**config.mk**
```make
export PLATFORM = sky130hd
export DESIGN_NAME = prog_update_ctrl
export DESIGN_NICKNAME = d
export VERILOG_FILES = /design/src/rtl/prog_update_ctrl_pkg.sv /design/src/rtl/prog_update_ctrl_sync_ff.sv /design/src/rtl/prog_update_ctrl.sv
export SDC_FILE = /design/constraint.sdc
export NUM_CORES = 1
export LEC_CHECK = 0
export ABC_AREA = 0
export ABC_CLOCK_PERIOD_IN_PS = 1900
export BUFFER_PORTS_ARGS = -buffer_cell sky130_fd_sc_hd__clkbuf_2
export CAP_MARGIN = 20
export CORE_ASPECT_RATIO = 0.8
export CORE_MARGIN = 1.5
export CORE_UTILIZATION = 55
export DETAILED_ROUTE_END_ITERATION = 10
export GPL_TIMING_DRIVEN = 1
export PLACE_DENSITY = 0.75
export SYNTH_ARGS = -nofsm -noshare
export SYNTH_HDL_FRONTEND = slang
export SYNTH_SLANG_ARGS = --single-unit
```
**constraint.sdc**
```tcl
create_clock -name clock -period 1.9 [get_ports clock]
set_input_delay 0 -clock clock [delete_from_list [all_inputs] [get_ports clock]]
set_output_delay 0 -clock clock [all_outputs]
set_load 0.005 [all_outputs]
```
**src/rtl/prog_update_ctrl_pkg.sv**
```systemverilog
// rtl/prog_update_ctrl_pkg.sv - shared types and constants for the divider update control stage
//
// Purpose: FSM state encoding and constants shared by prog_update_ctrl and
//          the downstream programmable clock divider.
// Ports:   none (package).

package prog_update_ctrl_pkg;

  // 10 ms at 100 MHz.
  localparam int DEBOUNCE_CYCLES_DEFAULT = 1000000;

  // Width of the divider program select; must match the divider's prog_in.
  localparam int PROG_SEL_W = 3;

  // Debounce counter width.
  localparam int CNT_W = 32;

  typedef enum logic [1:0] {
    IDLE         = 2'd0,
    WAIT_PRESS   = 2'd1,
    PRESSED      = 2'd2,
    WAIT_RELEASE = 2'd3
  } upd_state_t;

endpackage

```
**src/rtl/prog_update_ctrl_sync_ff.sv**
```systemverilog
// rtl/prog_update_ctrl_sync_ff.sv - multi-stage flip-flop synchroniser for asynchronous inputs
//
// Purpose: brings an asynchronous bus into the i_clk domain through STAGES
//          flops per bit. Each bit is synchronised independently, so a
//          multi-bit bus may be momentarily incoherent while it moves.
// Ports:
//   i_clk  in   clock of the destination domain
//   i_rst  in   synchronous active-high reset, clears every stage
//   i_d    in   asynchronous input bus, WIDTH bits
//   o_q    out  synchronised bus, WIDTH bits

module sync_ff #(
  parameter int WIDTH  = 1,
  parameter int STAGES = 2
) (
  input  logic             i_clk,
  input  logic             i_rst,
  input  logic [WIDTH-1:0] i_d,
  output logic [WIDTH-1:0] o_q
);

  logic [WIDTH-1:0] r_stage [STAGES];

  always_ff @(posedge i_clk) begin
    if (i_rst) begin
      for (int i = 0; i < STAGES; i++) begin
        r_stage[i] <= '0;
      end
    end else begin
      r_stage[0] <= i_d;
      for (int i = 1; i < STAGES; i++) begin
        r_stage[i] <= r_stage[i-1];
      end
    end
  end

  assign o_q = r_stage[STAGES-1];

endmodule

```
**src/rtl/prog_update_ctrl.sv**
```systemverilog
// rtl/prog_update_ctrl.sv - debounced update-button control feeding the programmable clock divider
//
// Purpose: synchronises the update button and selection switches, debounces
//          the button on press and release, and issues one single-cycle
//          update pulse per accepted press with a registered prog_sel that
//          is valid in the same cycle.
// Parameters:
//   DEBOUNCE_CYCLES  cycles the synchronised button must hold a level (>= 2)
//   SYNC_STAGES      synchroniser depth (>= 2)
// Ports:
//   clock     in   system clock
//   reset     in   synchronous active-high reset
//   btn_raw   in   asynchronous bouncy push-button, 1 = pressed
//   sw_raw    in   asynchronous 3-bit selection switches
//   update    out  single-cycle pulse to divider update
//   prog_sel  out  registered selection to divider prog_in
//   busy      out  high whenever the debounce FSM is not idle

module prog_update_ctrl
  import prog_update_ctrl_pkg::*;
#(
  parameter int DEBOUNCE_CYCLES = DEBOUNCE_CYCLES_DEFAULT,
  parameter int SYNC_STAGES     = 2
) (
  input  logic                  clock,
  input  logic                  reset,
  input  logic                  btn_raw,
  input  logic [PROG_SEL_W-1:0] sw_raw,
  output logic                  update,
  output logic [PROG_SEL_W-1:0] prog_sel,
  output logic                  busy
);

  localparam logic [CNT_W-1:0] CNT_LAST = CNT_W'(DEBOUNCE_CYCLES - 1);
  localparam logic [CNT_W-1:0] CNT_MAX  = '1;

  logic                  w_btn_s;
  logic [PROG_SEL_W-1:0] w_sw_s;

  upd_state_t            r_state;
  upd_state_t            w_state_next;
  logic [CNT_W-1:0]      r_cnt;
  logic                  r_update;
  logic [PROG_SEL_W-1:0] r_prog_sel;

  logic                  w_cnt_clr;
  logic                  w_cnt_inc;
  logic                  w_accept;

  sync_ff #(
    .WIDTH  (1),
    .STAGES (SYNC_STAGES)
  ) u_sync_btn (
    .i_clk (clock),
    .i_rst (reset),
    .i_d   (btn_raw),
    .o_q   (w_btn_s)
  );

  sync_ff #(
    .WIDTH  (PROG_SEL_W),
    .STAGES (SYNC_STAGES)
  ) u_sync_sw (
    .i_clk (clock),
    .i_rst (reset),
    .i_d   (sw_raw),
    .o_q   (w_sw_s)
  );

  // Next-state logic. Every state transition clears the counter so each
  // wait state always starts counting from zero.
  always_comb begin
    w_state_next = r_state;
    w_cnt_clr    = 1'b0;
    w_cnt_inc    = 1'b0;
    w_accept     = 1'b0;

    case (r_state)
      IDLE: begin
        if (w_btn_s) begin
          w_state_next = WAIT_PRESS;
          w_cnt_clr    = 1'b1;
        end
      end

      WAIT_PRESS: begin
        if (!w_btn_s) begin
          w_state_next = IDLE;
          w_cnt_clr    = 1'b1;
        end else if (r_cnt == CNT_LAST) begin
          w_state_next = PRESSED;
          w_cnt_clr    = 1'b1;
          w_accept     = 1'b1;
        end else begin
          w_cnt_inc    = 1'b1;
        end
      end

      PRESSED: begin
        if (!w_btn_s) begin
          w_state_next = WAIT_RELEASE;
          w_cnt_clr    = 1'b1;
        end
      end

      WAIT_RELEASE: begin
        // A bounce back to pressed re-enters PRESSED without a new pulse.
        if (w_btn_s) begin
          w_state_next = PRESSED;
          w_cnt_clr    = 1'b1;
        end else if (r_cnt == CNT_LAST) begin
          w_state_next = IDLE;
          w_cnt_clr    = 1'b1;
        end else begin
          w_cnt_inc    = 1'b1;
        end
      end

      default: begin
        w_state_next = IDLE;
        w_cnt_clr    = 1'b1;
      end
    endcase
  end

  always_ff @(posedge clock) begin
    if (reset) begin
      r_state <= IDLE;
    end else begin
      r_state <= w_state_next;
    end
  end

  // Counter saturates rather than wrapping.
  always_ff @(posedge clock) begin
    if (reset || w_cnt_clr) begin
      r_cnt <= '0;
    end else if (w_cnt_inc && (r_cnt != CNT_MAX)) begin
      r_cnt <= r_cnt + 1'b1;
    end
  end

  // The pulse and the new selection are registered on the accept edge, so
  // both appear together in the first cycle of PRESSED and the divider
  // latches prog_sel on the edge that ends the pulse.
  always_ff @(posedge clock) begin
    if (reset) begin
      r_update   <= 1'b0;
      r_prog_sel <= '0;
    end else begin
      r_update <= w_accept;
      if (w_accept) begin
        r_prog_sel <= w_sw_s;
      end
    end
  end

  assign update   = r_update;
  assign prog_sel = r_prog_sel;
  assign busy     = (r_state != IDLE);

endmodule

```
# Word level (Yosys, flattened, before mapping)
# Memories as Yosys holds them, arrays and structs flattened. A register that Yosys moved wholly into a read port is not among the register bits.
# Cells that the tools add are included.
# totals
ff_bits	35
latch_bits	0
ram_bits	8
rom_bits	0
in_bits	6
output_inout_bits	5
elab_cells	50
n_memories	2
# op_classes
add_sub_neg	1
n_mul	0
div_mod_pow	0
magnitude_cmp	0
n_eq_ne	9
shift	0
muxes	26
n_bitwise	4
n_reduce_logical	5
# memory_table
memory	depth	word_bits	rd	rd_ports_with_merged_regs	wr	line	text
u_sync_sw.r_stage	2	3	2	1	2	prog_update_ctrl_sync_ff.sv:22	logic [WIDTH-1:0] r_stage [STAGES];
u_sync_btn.r_stage	2	1	2	0	2	prog_update_ctrl_sync_ff.sv:22	
# op_table
operator	count
$add 32x1->32 const B	1
$eq 32x20->1 const B	1
$ne 32x32->1 const B	1
$mux 1	15
$mux 2	6
$pmux 2 s4	1
$mux 3	2
$ne 3x3->1 const B	2
$eq 2x2->1 const B	2
$ne 2x2->1 const B	2
$or 1x1->1	4
$pmux 1 s4	1
$reduce_and 4->1	1
$eq 2x1->1 const B	1
$logic_not 2->1	1
$pmux 1 s2	1
$reduce_bool 2->1	1
$logic_and 1x1->1	1
$logic_or 1x1->1	1

# Logic depth before layout (Yosys ltp)
# logic_depth
ltp_word	5
depth_mapped	8

# Cells and area by module
# A second synthesis with hierarchy kept.
# hier_totals
hier_cells	262
hier_area_um2	2306.0
# modules_own_cells
module	n_inst	cells_each	area_per_inst_um2	seq_area_each_um2
prog_update_ctrl	1	243	2073.2	760.7
sync_ff (u_sync_sw)	1	15	180.2	120.1
sync_ff (u_sync_btn)	1	4	52.6	40.0

# Least setup slack after synthesis
# No wires, ideal clock.
# synth_path
kind	flip-flop to flip-flop
startpoint	register r_cnt[0]
endpoint	register r_cnt[9]
setup_time_ps	129
t_arrival_ps	1940
slack_ps	-169
path_stages_with_launch	9
synth_period_minus_slack_ps	2069
cell_sequence	dfxtp_1 ha_1 nand4_2 or4_4 o211ai_2 buf_6 buf_12 xor2_1 nor2_1
# synth_between
elab_chain_cells	5
word_cells_on_any_way	13
classes_between	add/sub (1); eq/ne (2); mux (8); reduce/logical (2)
# synth_lines
item	line	text
start: declaration	prog_update_ctrl.sv:42	logic [CNT_W-1:0] r_cnt;
start signal: assignment	prog_update_ctrl.sv:139	r_cnt <= r_cnt + 1'b1;
branches (longest 5 deep; another with $add 32x1->32)	n/a	
# Parallel ways; which one is timed is not known.
# A chain may end at the register's enable or synchronous reset.

# Worst setup path in the final report
# layout_path
startpoint	register r_cnt[0]
endpoint	register r_cnt[21]
# The elaborated chain is that of the path after synthesis.

==> impl_metrics.prom <==
# TYPE chip_impl_metric gauge
chip_impl_metric{name="worst-path-buf-inv",unit=""} 2
chip_impl_metric{name="synthMuxAreaShare",unit="%"} 1.691
chip_impl_info{name="clock_tree.root_cell",value="sky130_fd_sc_hd__clkbuf_8"} 1
chip_impl_metric{name="cts_inserted_buffers",unit=""} 5
chip_impl_info{name="status",value="complete, but fails checks"} 1
chip_impl_metric{name="overall_track_demand_over_capacity_in_global_routing",unit="%"} 24.67
chip_impl_info{name="yosys-top-cells-area",value="sky130_fd_sc_hd__dfxtp_1 (39%), sky130_fd_sc_hd__or4_1 (5.7%), sky130_fd_sc_hd__a21oi_2 (4.1%), sky130_fd_sc_hd__o31ai_1 (3.8%), sky130_fd_sc_hd__o31ai_2 (3.7%)"} 1
chip_impl_metric{name="timing.final.crit_period",unit="ns"} 1.902
chip_impl_metric{name="synthesis.area_per_instance",unit="µm²"} 9.035
chip_impl_info{name="crit_path_cell_trace",value="ha_4 -> nand4_4 -> or4_4 -> o211ai_4 -> buf_12 -> buf_6 -> o31ai_2 -> a21oi_2"} 1
chip_impl_metric{name="fillers",unit=""} 291
chip_impl_metric{name="report.final.hold_viol_count",unit=""} 0
chip_impl_metric{name="total_area_of_multi_input_combinational_cells",unit="µm²"} 1521
chip_impl_metric{name="place.detailed.hpwl",unit="mm"} 4.014
chip_impl_metric{name="synthesis.area",unit="µm²"} 2367
chip_impl_metric{name="ios",unit=""} 11
chip_impl_info{name="hold_crit_class",value="primary input to flop"} 1
chip_impl_metric{name="die_h",unit="µm"} 61.68
chip_impl_metric{name="yosys.area_share.xor_xnor",unit="%"} 2.590
chip_impl_metric{name="worstSkewPairLatency",unit="ns"} 0.31
chip_impl_info{name="clock_tree_from_tritoncts",value="done"} 1
chip_impl_metric{name="cts.clk_slew.worst_paths",unit="ns"} 0.10
chip_impl_info{name="netlist.top_cell.by_area",value="sky130_fd_sc_hd__dfxtp_1"} 1
chip_impl_metric{name="final_non_filler_cells",unit=""} 377
chip_impl_metric{name="yosys.area_share.simple",unit="%"} 33.35
chip_impl_info{name="synth_flop_cell",value="sky130_fd_sc_hd__dfxtp_1"} 1
chip_impl_info{name="synth.top_cells.by_count",value="sky130_fd_sc_hd__dfxtp_1 (46), sky130_fd_sc_hd__or4_1 (18), sky130_fd_sc_hd__nor2_1 (16)"} 1
chip_impl_metric{name="grt_start_max_net_pins",unit=""} 33
chip_impl_metric{name="route.detailed.wl_per_inst",unit="µm"} 17.16
chip_impl_metric{name="fin_ws",unit="ns"} -0.002336
chip_impl_metric{name="arrival",unit="ns"} 2.13
chip_impl_metric{name="synth.ff_latch_count",unit=""} 46
chip_impl_metric{name="synthesis.nets",unit=""} 269
chip_impl_metric{name="timing_worst_slew_pin_value",unit="ns"} 0.4621
chip_impl_metric{name="diodes",unit=""} 0
chip_impl_metric{name="clock_sinks",unit=""} 46
chip_impl_metric{name="timing.critical_path.slowest_cell_delay",unit="ns"} 0.48
chip_impl_metric{name="placed_cells",unit=""} 358
chip_impl_metric{name="placementRows",unit=""} 21
chip_impl_metric{name="portBuffers",unit=""} 10
chip_impl_metric{name="synth_edf_count",unit=""} 0
chip_impl_metric{name="die_wd",unit="µm"} 76.35
chip_impl_metric{name="die-area",unit="µm²"} 4709
chip_impl_info{name="crit_type",value="flop to flop"} 1
chip_impl_metric{name="avg_vias_per_cell",unit=""} 6.164
chip_impl_metric{name="post_route_cells_drive_above_1_share",unit="%"} 41.25
chip_impl_metric{name="vias_in_the_first_global_route",unit=""} 1968
chip_impl_metric{name="ant_nets",unit=""} 0
chip_impl_metric{name="ir_worst_vdd",unit="mV"} 0.5040
chip_impl_metric{name="final.period_utilization",unit="%"} 100.1
chip_impl_info{name="post-synth-top-count-cell",value="sky130_fd_sc_hd__dfxtp_1"} 1
chip_impl_info{name="crit_path_top_delay_cell",value="sky130_fd_sc_hd__or4_4"} 1
chip_impl_metric{name="finalPower",unit="mW"} 1.639
chip_impl_metric{name="static_leakage_power",unit="nW"} 1.044
chip_impl_metric{name="drv_cap",unit=""} 0
chip_impl_metric{name="dpl_cell_area",unit="µm²"} 2763
chip_impl_metric{name="crit_cells",unit=""} 8
chip_impl_metric{name="synthArstFlopShare",unit="%"} 0
chip_impl_metric{name="antenna_violations_before_repair",unit=""} 0
chip_impl_metric{name="design.final.nets",unit=""} 326
chip_impl_metric{name="synth_compound_gate_area_share",unit="%"} 18.45
chip_impl_metric{name="synth_seq_area_share",unit="%"} 38.90
chip_impl_metric{name="yosysTopAreaCellShare",unit="%"} 38.90
chip_impl_metric{name="finalWirelength",unit="mm"} 6.469
chip_impl_metric{name="clk_path_buf_depth",unit=""} 2
chip_impl_info{name="timing.critical_path.max_delay_family",value="simple AND/OR/NAND/NOR gates"} 1
chip_impl_metric{name="area_delta_synth_final",unit="%"} 33.56
chip_impl_metric{name="synth.distinct_cells",unit=""} 44
chip_impl_metric{name="syn_inst",unit=""} 262
chip_impl_metric{name="final.setup_skew",unit="ns"} 0.02320
chip_impl_metric{name="remaining_routing_drc_violations",unit=""} 0
chip_impl_metric{name="setup_violations",unit=""} 1
chip_impl_metric{name="slew_viol_final",unit=""} 0
chip_impl_metric{name="cts_max_level",unit=""} 2
chip_impl_info{name="category_of_the_worst_setup_path_capture_point",value="flop"} 1
chip_impl_info{name="rsz0062_at_grt",value="true"} 1
chip_impl_info{name="largest_family_of_logic_cells_by_synthesized_area",value="simple AND/OR/NAND/NOR gates"} 1
chip_impl_metric{name="initial_core_util",unit="%"} 57.02
chip_impl_info{name="failed_checks",value="negative setup slack"} 1
chip_impl_metric{name="globalplace.congestion",unit=""} 0.8730
chip_impl_metric{name="post-route-cell-area",unit="µm²"} 3162
chip_impl_metric{name="power_dens_cells",unit="nW/µm²"} 518.3
chip_impl_metric{name="drtPass1Iterations",unit=""} 5
chip_impl_metric{name="critical_path_rt",unit="ns"} 2.13
chip_impl_metric{name="post_synth_fa_ha_maj_area_fraction",unit="%"} 0.5285
chip_impl_metric{name="final_core_utilization",unit="%"} 76.16
chip_impl_metric{name="worst_hold_path.num_cells",unit=""} 2
chip_impl_metric{name="r2r.worst_path.cells",unit=""} 8
chip_impl_info{name="crit_path_start_kind",value="flop"} 1
chip_impl_metric{name="critical_path_peak_fanout",unit=""} 20
chip_impl_metric{name="max_clock_freq",unit="GHz"} 0.5257
chip_impl_metric{name="total_via_count_after_detailed_routing",unit=""} 2324
chip_impl_metric{name="grt-ovfl-total",unit=""} 0
chip_impl_metric{name="core_area",unit="µm²"} 4151
chip_impl_metric{name="ys.warnings.count",unit=""} 0
chip_impl_metric{name="max_slew_margin",unit="%"} 68.94
chip_impl_metric{name="ff_latch_area",unit="µm²"} 949.7
chip_impl_metric{name="grt_first_pass_wirelength",unit="mm"} 9.156
chip_impl_metric{name="initialDrtViolationCount",unit=""} 239
metrics by stage:
stage | hold WS (ns) | setup WS (ns) | TNS (ns)
6_report | 0.04596 | -0.002336 | -0.002336
5_1_grt | 0.07069 | -0.08347 | -0.6409
4_1_cts | 0.05558 | 0.002176 | 0
3_5_place_dp | 0.2212 | -0.02560 | -0.04493
3_3_place_gp | 0.2160 | -0.04383 | -0.04383
2_1_floorplan | 0.07161 | 0.03233 | 0
state kept, by name (all words and copies together) (netlist names), named ones only:
register,count
u_sync_sw.r_stage,6
update,1
prog_sel,3
r_state,1
r_cnt,32
u_sync_btn.r_stage,2
power breakdown:
part	internal (mW)	leakage (nW)	switching (mW)	total [mW]
Sequential	0.966	0.381	0.00356	0.969
Clock	0.260	0.0452	0.336	0.596
Combinational	0.0346	0.618	0.0389	0.0734
layout make-up:
cell class / count / share of cell area (%)
Clock buffer: 6 / 2.295
Clock inverter: 2 / 0.4353
Inverter: 5 / 0.5936
Multi-Input combinational cell: 200 / 48.12
Sequential cell: 46 / 30.04
Tap cell: 57 / 2.256
Timing Repair Buffer: 61 / 16.26
per-layer routing:
layer | vias up | GRT usage [%] | share of wire (%)
li1 | 1122 | - | -
met1 | 1102 | 33.88 | 47
met2 | 81 | 38.39 | 44
met3 | 19 | 6.074 | 5.8
met4 | 0 | 8.995 | 2.7
met5 | - | 0 | 0
cells by family (layout without fill, tap and decap cells):
group / count (synthesis) / after routing
multiplexers: 4 / 4
adder cells (fa/ha/maj): 1 / 1
AO/OA/AOI/OAI: 57 / 57
buffers and inverters: 16 / 74
AND/OR/NAND/NOR: 131 / 131
flip-flops: 46 / 46
XOR/XNOR: 7 / 7
worst register-to-register path, delay by kind of cell, from the launching register on:
kind | cells | cell delay [ns]
and+or+nand+nor | 2 | 0.60
buffers and inverters | 2 | 0.29
adders and majority gates | 1 | 0.17
AOI/OAI and AO/OA | 3 | 0.39
DFF | 1 | 0.38
layout by cell type (no fill, tap or decap), drive strengths merged, types with 2 or more instances in the layout:
cell / Yosys / routed
clkinv: 0 / 2
mux2i: 4 / 4
clkbuf: 3 / 17
or3: 9 / 9
xor2: 3 / 3
and3: 3 / 3
nor2: 16 / 16
nand4: 14 / 14
dlygate4sd3: 0 / 4
nor2b: 8 / 8
nor3: 3 / 3
or4: 19 / 19
dfxtp: 46 / 46
a21oi: 26 / 26
inv: 5 / 5
xnor2: 4 / 4
o31ai: 19 / 19
and2: 3 / 3
and4: 5 / 5
nand2: 14 / 14
buf: 8 / 46
o21ai: 9 / 9
nand3: 15 / 15
nor4b: 3 / 3
nor4: 12 / 12
nand2b: 4 / 4
path summary, 6_finish.rpt:
check	from	to	slack, ns
worst max-delay path	r_cnt[0]	r_cnt[21]	-0.002
worst min-delay path	reset	prog_sel[0]	0.05
worst max register to register	r_cnt[0]	r_cnt[21]	-0.002
worst min register to register	u_sync_sw.r_stage[0][2]	u_sync_sw.r_stage[1][2]	0.45
what timing repair did:
| item | in CTS | in global routing |
|---|---|---|
| hold buffers | 4 | 0 |
| setup buffers | 1 | 3 |
| endpoints found under the setup margin | 7 | 36 |
| hold endpoints to repair | 4 | 0 |
| resized for setup | 5 | 48 |
| cloned | 0 | 3 |
| pin swaps | 3 | 6 |
Power figures use the tool's default switching activity.
